File: src/rtl/mux_nway_rr_pkg.sv
// Shared types and helpers for the N-way selector with fixed/round-robin modes.
package mux_nway_rr_pkg;

    typedef enum logic {
        MUX_MODE_FIXED = 1'b0,
        MUX_MODE_RR    = 1'b1
    } mux_mode_e;

    function automatic int clog2(input int value);
        int result;
        result = 0;
        while ((1 << result) < value) begin
            result++;
        end
        return result;
    endfunction

endpackage

File: src/rtl/mux_nway_rr_if.sv
// Channel-side and output-side handshake bundle for mux_nway_rr.
interface mux_nway_rr_if #(
    parameter int WIDTH = 16,
    parameter int N     = 8,
    parameter int SELW  = 3
);
    logic [N*WIDTH-1:0] in_data;
    logic [N-1:0]       in_valid;
    logic [N-1:0]       in_ready;
    logic               mode;
    logic [SELW-1:0]    sel;
    logic [WIDTH-1:0]   out_data;
    logic [SELW-1:0]    out_chan;
    logic               out_valid;
    logic               out_ready;

    modport master (
        output in_data, in_valid, mode, sel, out_ready,
        input  in_ready, out_data, out_chan, out_valid
    );

    modport slave (
        input  in_data, in_valid, mode, sel, out_ready,
        output in_ready, out_data, out_chan, out_valid
    );
endinterface

File: src/rtl/mux_nway_rr_rr_pick.sv
// Combinational round-robin picker: first requester after ptr, wrapping mod N.
module rr_pick #(
    parameter int N    = 8,
    parameter int SELW = 3
) (
    input  logic [N-1:0]    req,
    input  logic [SELW-1:0] ptr,
    output logic [SELW-1:0] gnt_idx,
    output logic            gnt_any
);
    // Scan from farthest to nearest so the closest requester after ptr wins last.
    always_comb begin
        gnt_any = 1'b0;
        gnt_idx = '0;
        for (int k = N; k >= 1; k--) begin
            logic [SELW-1:0] idx;
            idx = SELW'((int'(ptr) + k) % N);
            if (req[idx]) begin
                gnt_any = 1'b1;
                gnt_idx = idx;
            end
        end
    end
endmodule

File: src/rtl/mux_nway_rr.sv
// N-way WIDTH-bit selector with registered output; fixed-select or round-robin grant.
module mux_nway_rr
    import mux_nway_rr_pkg::*;
#(
    parameter int WIDTH = 16,
    parameter int N     = 8,
    parameter int SELW  = 3
) (
    input  logic              clk,
    input  logic              rst_n,
    mux_nway_rr_if.slave      bus
);
    if (N < 2 || SELW != clog2(N)) begin : g_param_check
        $error("mux_nway_rr: SELW must equal clog2(N) and N must be >= 2");
    end

    logic [WIDTH-1:0] out_data_q, out_data_d;
    logic [SELW-1:0]  out_chan_q, out_chan_d;
    logic             out_valid_q, out_valid_d;
    logic [SELW-1:0]  ptr_q, ptr_d;

    logic [SELW-1:0]      rr_idx;
    logic                 rr_any;
    logic [2**SELW-1:0]   valid_ext;
    logic                 fix_any;
    logic                 grant_any;
    logic [SELW-1:0]      grant_idx;
    logic                 load_en;
    logic [WIDTH-1:0]     grant_word;

    rr_pick #(.N(N), .SELW(SELW)) u_rr_pick (
        .req     (bus.in_valid),
        .ptr     (ptr_q),
        .gnt_idx (rr_idx),
        .gnt_any (rr_any)
    );

    // Zero-pad valids so an out-of-range sel reads a 0 instead of indexing past N.
    assign valid_ext = (2**SELW)'(bus.in_valid);
    assign fix_any   = (int'(bus.sel) < N) && valid_ext[bus.sel];

    always_comb begin
        grant_any = fix_any;
        grant_idx = bus.sel;
        if (mux_mode_e'(bus.mode) == MUX_MODE_RR) begin
            grant_any = rr_any;
            grant_idx = rr_idx;
        end
    end

    assign load_en    = !out_valid_q || bus.out_ready;
    assign grant_word = bus.in_data[int'(grant_idx)*WIDTH +: WIDTH];

    always_comb begin
        bus.in_ready = '0;
        if (rst_n && load_en && grant_any) begin
            bus.in_ready = {{(N-1){1'b0}}, 1'b1} << grant_idx;
        end
    end

    always_comb begin
        out_data_d  = out_data_q;
        out_chan_d  = out_chan_q;
        out_valid_d = out_valid_q;
        ptr_d       = ptr_q;
        if (load_en) begin
            out_valid_d = grant_any;
            if (grant_any) begin
                out_data_d = grant_word;
                out_chan_d = grant_idx;
                if (mux_mode_e'(bus.mode) == MUX_MODE_RR) begin
                    ptr_d = grant_idx;
                end
            end
        end
    end

    always_ff @(posedge clk or negedge rst_n) begin
        if (!rst_n) begin
            out_data_q  <= '0;
            out_chan_q  <= '0;
            out_valid_q <= 1'b0;
            ptr_q       <= SELW'(N - 1);
        end else begin
            out_data_q  <= out_data_d;
            out_chan_q  <= out_chan_d;
            out_valid_q <= out_valid_d;
            ptr_q       <= ptr_d;
        end
    end

    assign bus.out_data  = out_data_q;
    assign bus.out_chan  = out_chan_q;
    assign bus.out_valid = out_valid_q;
endmodule
File: src/flat_wrapper.sv
// flat-port wrapper written by rule: the top's interface ports become plain ports
module mux_nway_rr_flat import mux_nway_rr_pkg::*;
#(
    parameter int WIDTH = 16,
    parameter int N     = 8,
    parameter int SELW  = 3
)
  (clk, rst_n, bus_in_data, bus_in_valid, bus_mode, bus_sel, bus_out_ready, bus_in_ready, bus_out_data, bus_out_chan, bus_out_valid);
  mux_nway_rr_if #(.WIDTH(WIDTH), .N(N), .SELW(SELW)) bus_i ();
  input  logic clk;
  input  logic rst_n;
  input wire logic [$bits(bus_i.in_data)-1:0] bus_in_data;
  input wire logic [$bits(bus_i.in_valid)-1:0] bus_in_valid;
  input wire logic [$bits(bus_i.mode)-1:0] bus_mode;
  input wire logic [$bits(bus_i.sel)-1:0] bus_sel;
  input wire logic [$bits(bus_i.out_ready)-1:0] bus_out_ready;
  output wire logic [$bits(bus_i.in_ready)-1:0] bus_in_ready;
  output wire logic [$bits(bus_i.out_data)-1:0] bus_out_data;
  output wire logic [$bits(bus_i.out_chan)-1:0] bus_out_chan;
  output wire logic [$bits(bus_i.out_valid)-1:0] bus_out_valid;
  assign bus_i.in_data = bus_in_data;
  assign bus_i.in_valid = bus_in_valid;
  assign bus_i.mode = bus_mode;
  assign bus_i.sel = bus_sel;
  assign bus_i.out_ready = bus_out_ready;
  assign bus_in_ready = bus_i.in_ready;
  assign bus_out_data = bus_i.out_data;
  assign bus_out_chan = bus_i.out_chan;
  assign bus_out_valid = bus_i.out_valid;
  mux_nway_rr #(.WIDTH(WIDTH), .N(N), .SELW(SELW)) u_core (.clk(clk), .rst_n(rst_n), .bus(bus_i));
endmodule
File: config.mk
export PLATFORM = sky130hd
export DESIGN_NAME = mux_nway_rr_flat
export DESIGN_NICKNAME = d
export VERILOG_FILES = /design/src/rtl/mux_nway_rr_pkg.sv /design/src/rtl/mux_nway_rr_if.sv /design/src/rtl/mux_nway_rr_rr_pick.sv /design/src/rtl/mux_nway_rr.sv /design/src/flat_wrapper.sv
export SDC_FILE = /design/constraint.sdc
export NUM_CORES = 1
export LEC_CHECK = 0
export BUFFER_PORTS_ARGS = -buffer_cell sky130_fd_sc_hd__buf_2
export CORE_MARGIN = 2
export CORE_UTILIZATION = 40
export CTS_CLUSTER_DIAMETER = 200
export DETAILED_ROUTE_END_ITERATION = 12
export GPL_TIMING_DRIVEN = 0
export HOLD_SLACK_MARGIN = 0.06
export PLACE_DENSITY = 0.75
export REMOVE_ABC_BUFFERS = 1
export SETUP_SLACK_MARGIN = 0.15
export SLEW_MARGIN = 20
export SYNTH_ARGS = -nofsm -noshare
export SYNTH_HDL_FRONTEND = slang
export SYNTH_SLANG_ARGS = --single-unit
File: constraint.sdc
create_clock -name clk -period 4.8 [get_ports clk]
set_input_delay 0.24 -clock clk [delete_from_list [all_inputs] [get_ports clk]]
set_output_delay 0.24 -clock clk [all_outputs]
set_load 0.005 [all_outputs]
Word-level counts from Yosys, hierarchy flattened
Cells that the tools add are included.
- $add $sub $neg: 8
- order comparisons: 9
- shift operators: 2
- mux-type cells: 37
- reduce and logical (&&, ||, !) cells: 6
- operators by type and width (kind ; number):
    128-bit by 8-bit variable part select with 16-bit output ; 1
    3-bit by 4-bit less-than comparator with 1-bit output (second input constant) ; 9
    1-bit binary-select mux with 3-bit select ; 9
    3-bit 2-to-1 mux ; 9
    1-bit 2-to-1 mux ; 18
    3-bit adder (second input constant) ; 4
    8-bit 2-to-1 mux ; 1
    1-bit by 3-bit << shifter with 8-bit output (first input constant) ; 1
    3-bit by 1-bit adder with 3-bit output (second input constant) ; 2
    3-bit by 2-bit adder with 3-bit output (second input constant) ; 2
    3-bit AND reduction ; 1
    1-bit logical AND ; 2
    2-bit AND reduction ; 1
    1-bit logical NOT ; 1
    1-bit logical OR ; 1
- register bits after elaboration: 23
- input port bits: 143
- output and inout port bits: 28

Logic depth before layout (Yosys ltp)
- depth after elaboration: 14
- mapped depth: 17
- depth with buffers taken out: 11

Hierarchy
A second synthesis with hierarchy kept.
- cells, all modules: 376
- area, all modules: 2775.2 um^2
- modules (own cells, without submodules) (module ; times used ; cells an instance ; area an instance (um^2)):
    mux_nway_rr ; 1 ; 299 ; 2100.8
    rr_pick ; 1 ; 77 ; 674.4

Worst setup path after synthesis
No wires, ideal clock.
- path kind: register to register
- from: register u_core.ptr_q[0]
- to: register u_core.out_data_q[11] (netlist: u_core.bus.out_data[11])
- setup time: 124 ps
- arrival: 3812 ps
- required time: 4676 ps
- slack: 864 ps
- cell stages (with the launch flop): 17
- path buffers: 5
- cell sequence: dfstp_2 -> buf_6 -> buf_2 -> inv_2 -> ha_1 -> buf_6 -> mux2_1 -> mux4_2 -> a32oi_1 -> mux2i_1 -> a31oi_1 -> mux2_4 -> buf_6 -> buf_6 -> mux2i_1 -> mux2i_1 -> a211o_1
- longest elaborated chain between the ends: 13
- elaborated cells between the ends (all ways): 44
- those cells by class: 8 x add/sub; 1 x shift; 34 x mux; 1 x reduce/logical
- RTL lines (element ; RTL line ; text):
    from (decl) ; mux_nway_rr.sv:20 ; logic [SELW-1:0] ptr_q, ptr_d;
    from (signal assigned) ; mux_nway_rr.sv:83 ; ptr_q <= SELW'(N - 1);
    from (signal assigned) ; mux_nway_rr.sv:88 ; ptr_q <= ptr_d;
    3-bit by 1-bit adder with 3-bit output ; mux_nway_rr_rr_pick.sv:17 ; idx = SELW'((int'(ptr) + k) % N);
    1-bit binary-select mux with 3-bit select ; mux_nway_rr_rr_pick.sv:18 ; if (req[idx]) begin
    1-bit 2-to-1 mux (not written as such) ; mux_nway_rr_rr_pick.sv:18 ;
    3-bit 2-to-1 mux / 1-bit 2-to-1 mux (equally long branches) (8 in a row) ; mux_nway_rr_rr_pick.sv:18 ;
    3-bit 2-to-1 mux / 1-bit 2-to-1 mux (equally long branches) ; mux_nway_rr.sv:45 ; if (mux_mode_e'(bus.mode) == MUX_MODE_RR) begin
    128-bit by 8-bit variable part select with 16-bit output / 2-bit AND reduction (equally long branches) ; -- ;
    to (signal assigned) ; mux_nway_rr.sv:85 ; out_data_q <= out_data_d;
    to (decl) ; mux_nway_rr.sv:17 ; logic [WIDTH-1:0] out_data_q, out_data_d;
Parallel ways exist; a longest one is shown, timed or not. The select of a mux whose other input is x is not followed.
A chain may end at the register's enable or synchronous reset.

Worst setup path after layout
- from: register u_core.ptr_q[0]
- to: register u_core.out_data_q[6] (netlist: u_core.bus.out_data[6])
Same word-level chain as after synthesis.

==> reports/results.ini <==
[pwr]
seqPwrFrac_pct=14.4
p_comb_share_pct=81.7
p_sw_uw=1510
pwr-share-clk_pct=3.9
p_int_uw=1580
leakage_uw=0.00205
p_sw_share_pct=48.9
peakVddDrop_uv=338
powerDensity_nw_per_um2=744

[cells_and_area]
area_growth_pct=31.9
drive_above_1_share_pct=48.1
final_core_util_pct=54.1
diodes=0
final_nets=624

[yosys]
synth_fa_ha_area_share_pct=0.794
synthFlopType=dfrtp_1
syn_area_um2=3150
synth_top_family_by_area=multiplexers
synth-simple-area-share_pct=9.72
ys_ff_latch=23
yosys.area_share.xor_xnor_pct=1.67
synth.area.mux_share_pct=39.2
async_flop_share_pct=100
synth-compound-area-share_pct=23.8
synthCells=317
seq_area_frac_synth_pct=18.4
synth_cell_type_count=60
synth_edf_count=0
yosys_warnings=0
syn_avg_cell_area_um2=9.95

[setup_path]
cp-startpoint=u_core.ptr_q[0]$_DFFE_PN1P_
start_kind=register
reg2reg_to=u_core.bus.out_data[6]$_DFFE_PN0P_
crit_required_ns=4.95
endpoint=u_core.bus.out_data[6]$_DFFE_PN0P_
end_kind=register
rr_startpoint=u_core.ptr_q[0]$_DFFE_PN1P_
critical_path_class=reg2reg
worstPathMaxFanout=27
r2r_slack_ns=0.27
reg2regPathDepth=12
cp.arrival_ns=4.68

[route]
dr_wl_met3_um=821
dr.max_layer_used=met4
drt_iter0_drc=216
antenna_left=0
vias=3427
met1Wirelength_um=4400
wl_um=11100
first_pass_iters=5
route.met2.wl_um=5720
vias_per_cell=5.91
drc=0
wl_per_cell_um=19.1

[timing]
min_period_ns=4.53
whs_ns=0.273
rsz0062_at_grt=false
fin_crit_sh_pct=94.3
fin_skew_ns=0.00259
hold_viol_final=0
tightest_slew_ns=0.887
worst_slack_ns=0.272
fmax_mhz=221
finalMaxSlewViolations=0
setup_viol=0
max_slew_margin_pct=40.7

[floorplanning]
coreArea_um2=7690
die_w_um=92.8
std_cell_rows=32
io_pins=171
initial_core_util_pct=41.0
die_y_um=92.8
die_area_um2=8610

[global_route]
grt_overflow=0
grt_usage_pct=24.1
grt_max_degree=28
grt_pass1_vias=3144
grt_pass1_wl_um=16400
antenna_found_initial=0

[placed_design]
dpl.hpwl_um=8320
io_buffer_count=170
pre_cts_ws_ns=-0.456
finalWeightedCongestion=0.873

[hold_path]
worstHoldPathCells=3
hold_path_class=in2reg

[cts]
htreeDepth=1
cts-root-buf=clkbuf_8
path_clk_slew_ns=0.09
cts_tree=done
insertion_delay_ns=0.26
cts_made_buffers=3
cts_sinks=23
clockBufferDepth=2

[flow_run]
drv_cap=0

[status]
status=completed

cell usage in the layout, fill, tap and decap left out, drive strengths merged, types with 3 or more instances in the layout:
cell,netlist,final
a2bb2oi,4,4
o211ai,6,6
nand2,24,24
xor2,3,3
a22oi,3,3
a221oi,3,3
mux4,16,16
mux2i,61,61
dfstp,3,3
o21ai,8,8
mux2,23,24
a211o,12,12
o2bb2ai,10,10
nor3,7,7
xnor2,3,3
inv,9,9
buf,19,177
nand3,9,9
nor2,11,11
clkbuf,4,4
dfrtp,20,20
a222oi,4,4
a22o,13,13
a21oi,6,6
worst min path at each step:
| stage | startpoint | to | slack, ns |
|---|---|---|---|
| 6_report | bus_in_data[39] | u_core.bus.out_data[7]$_DFFE_PN0P_ | 0.27 |
| 5_1_grt | bus_in_data[39] | u_core.bus.out_data[7]$_DFFE_PN0P_ | 0.26 |
| 4_1_cts | bus_in_data[121] | u_core.bus.out_data[9]$_DFFE_PN0P_ | 0.27 |
| 3_5_place_dp | rst_n | u_core.bus.out_data[9]$_DFFE_PN0P_ | 0.28 |
| 3_3_place_gp | rst_n | u_core.bus.out_data[9]$_DFFE_PN0P_ | 0.27 |
| 2_1_floorplan | rst_n | u_core.bus.out_chan[0]$_DFFE_PN0P_ | -0.06 |
timing repair:
action / 4_1_cts / 5_1_grt
hold endpoints to repair: 20 / 0
buffers inserted: 2 / 3
gates resized for setup: 6 / 3
pin swaps: 0 / 1
setup endpoints to repair: 24 / 18
gates cloned: 1 / 0
hold buffers: 1 / 0
through the flow:
stage | std cells | power (uW) | cell area, um^2 | setup TNS, ns
global route | 580 | 3310 | 4160 | 0
finish | 580 | 3090 | 4160 | 0
CTS | 577 | 3040 | 4120 | 0
detailed placement | 569 | 2800 | 4000 | -6.27
floorplan | 294 | 2180 | 2990 | -6.73
global placement | 566 | 2730 | 3970 | -27.47
critical path: stages (launching register included):
cell and delay [ns]:
dfstp_4 0.84, inv_2 0.18, ha_4 0.43, mux2_1 0.38
mux4_2 0.50, o22ai_1 0.29, o211ai_1 0.14, a31oi_2 0.43
mux2_4 0.26, buf_4 0.24, mux2i_1 0.27, mux2i_1 0.12
a211o_1 0.30
power groups by stage:
stage	Clock (uW)	Sequential (uW)	Combinational (uW)
after floorplan	0	432	1750
after global placement	0	447	2280
after detailed placement	0	454	2340
after CTS	123	456	2460
after global routing	133	463	2710
final	120	446	2530
registers in the layout, indices dropped and copies added, names as in the netlist:
name	count
u_core.bus.out_valid	1
u_core.bus.out_data	16
u_core.bus.out_chan	3
u_core.ptr_q	3
routing by layer:
| metal | vias up | GRT usage, % |
|---|---|---|
| li1 | 1595 | - |
| met5 | - | 0 |
| met2 | 160 | 44.9 |
| met1 | 1662 | 30.1 |
| met3 | 10 | 2.36 |
| met4 | 0 | 4.66 |
synthesized netlist by cell type (all sizes together), types with 6 or more instances:
library cell  number  area (um^2)
nand3              9         45.0
nor3               7         45.0
nor2              11         41.3
nand2             24         90.1
a22o              13          114
a21oi              6         30.0
o211ai             6         45.0
inv                9         33.8
o21ai              8         40.0
dfrtp             20          500
mux2              23          263
mux4              16          360
mux2i             61          614
a211o             12          105
buf               19          151
o2bb2ai           10         87.6
area by class of cell:
class / instances / area (um^2)
clock buffer: 3 / 41.3
clock inverter: 1 / 5.00
fill: 741 / 3530
inverter: 9 / 33.8
multi-input combinational: 263 / 2420
sequential: 23 / 587
tap: 102 / 128
timing repair buffer: 179 / 942
kinds of logic (layout without fill, tap and decap cells):
group / Yosys count / count (layout)
mux: 100 / 101
compound gates: 90 / 90
simple gates: 64 / 64
buf+inv: 32 / 192
flops: 23 / 23
xor+xnor: 6 / 6
fa+ha+maj: 2 / 2
No activity file was read; power rests on OpenSTA's default activity.
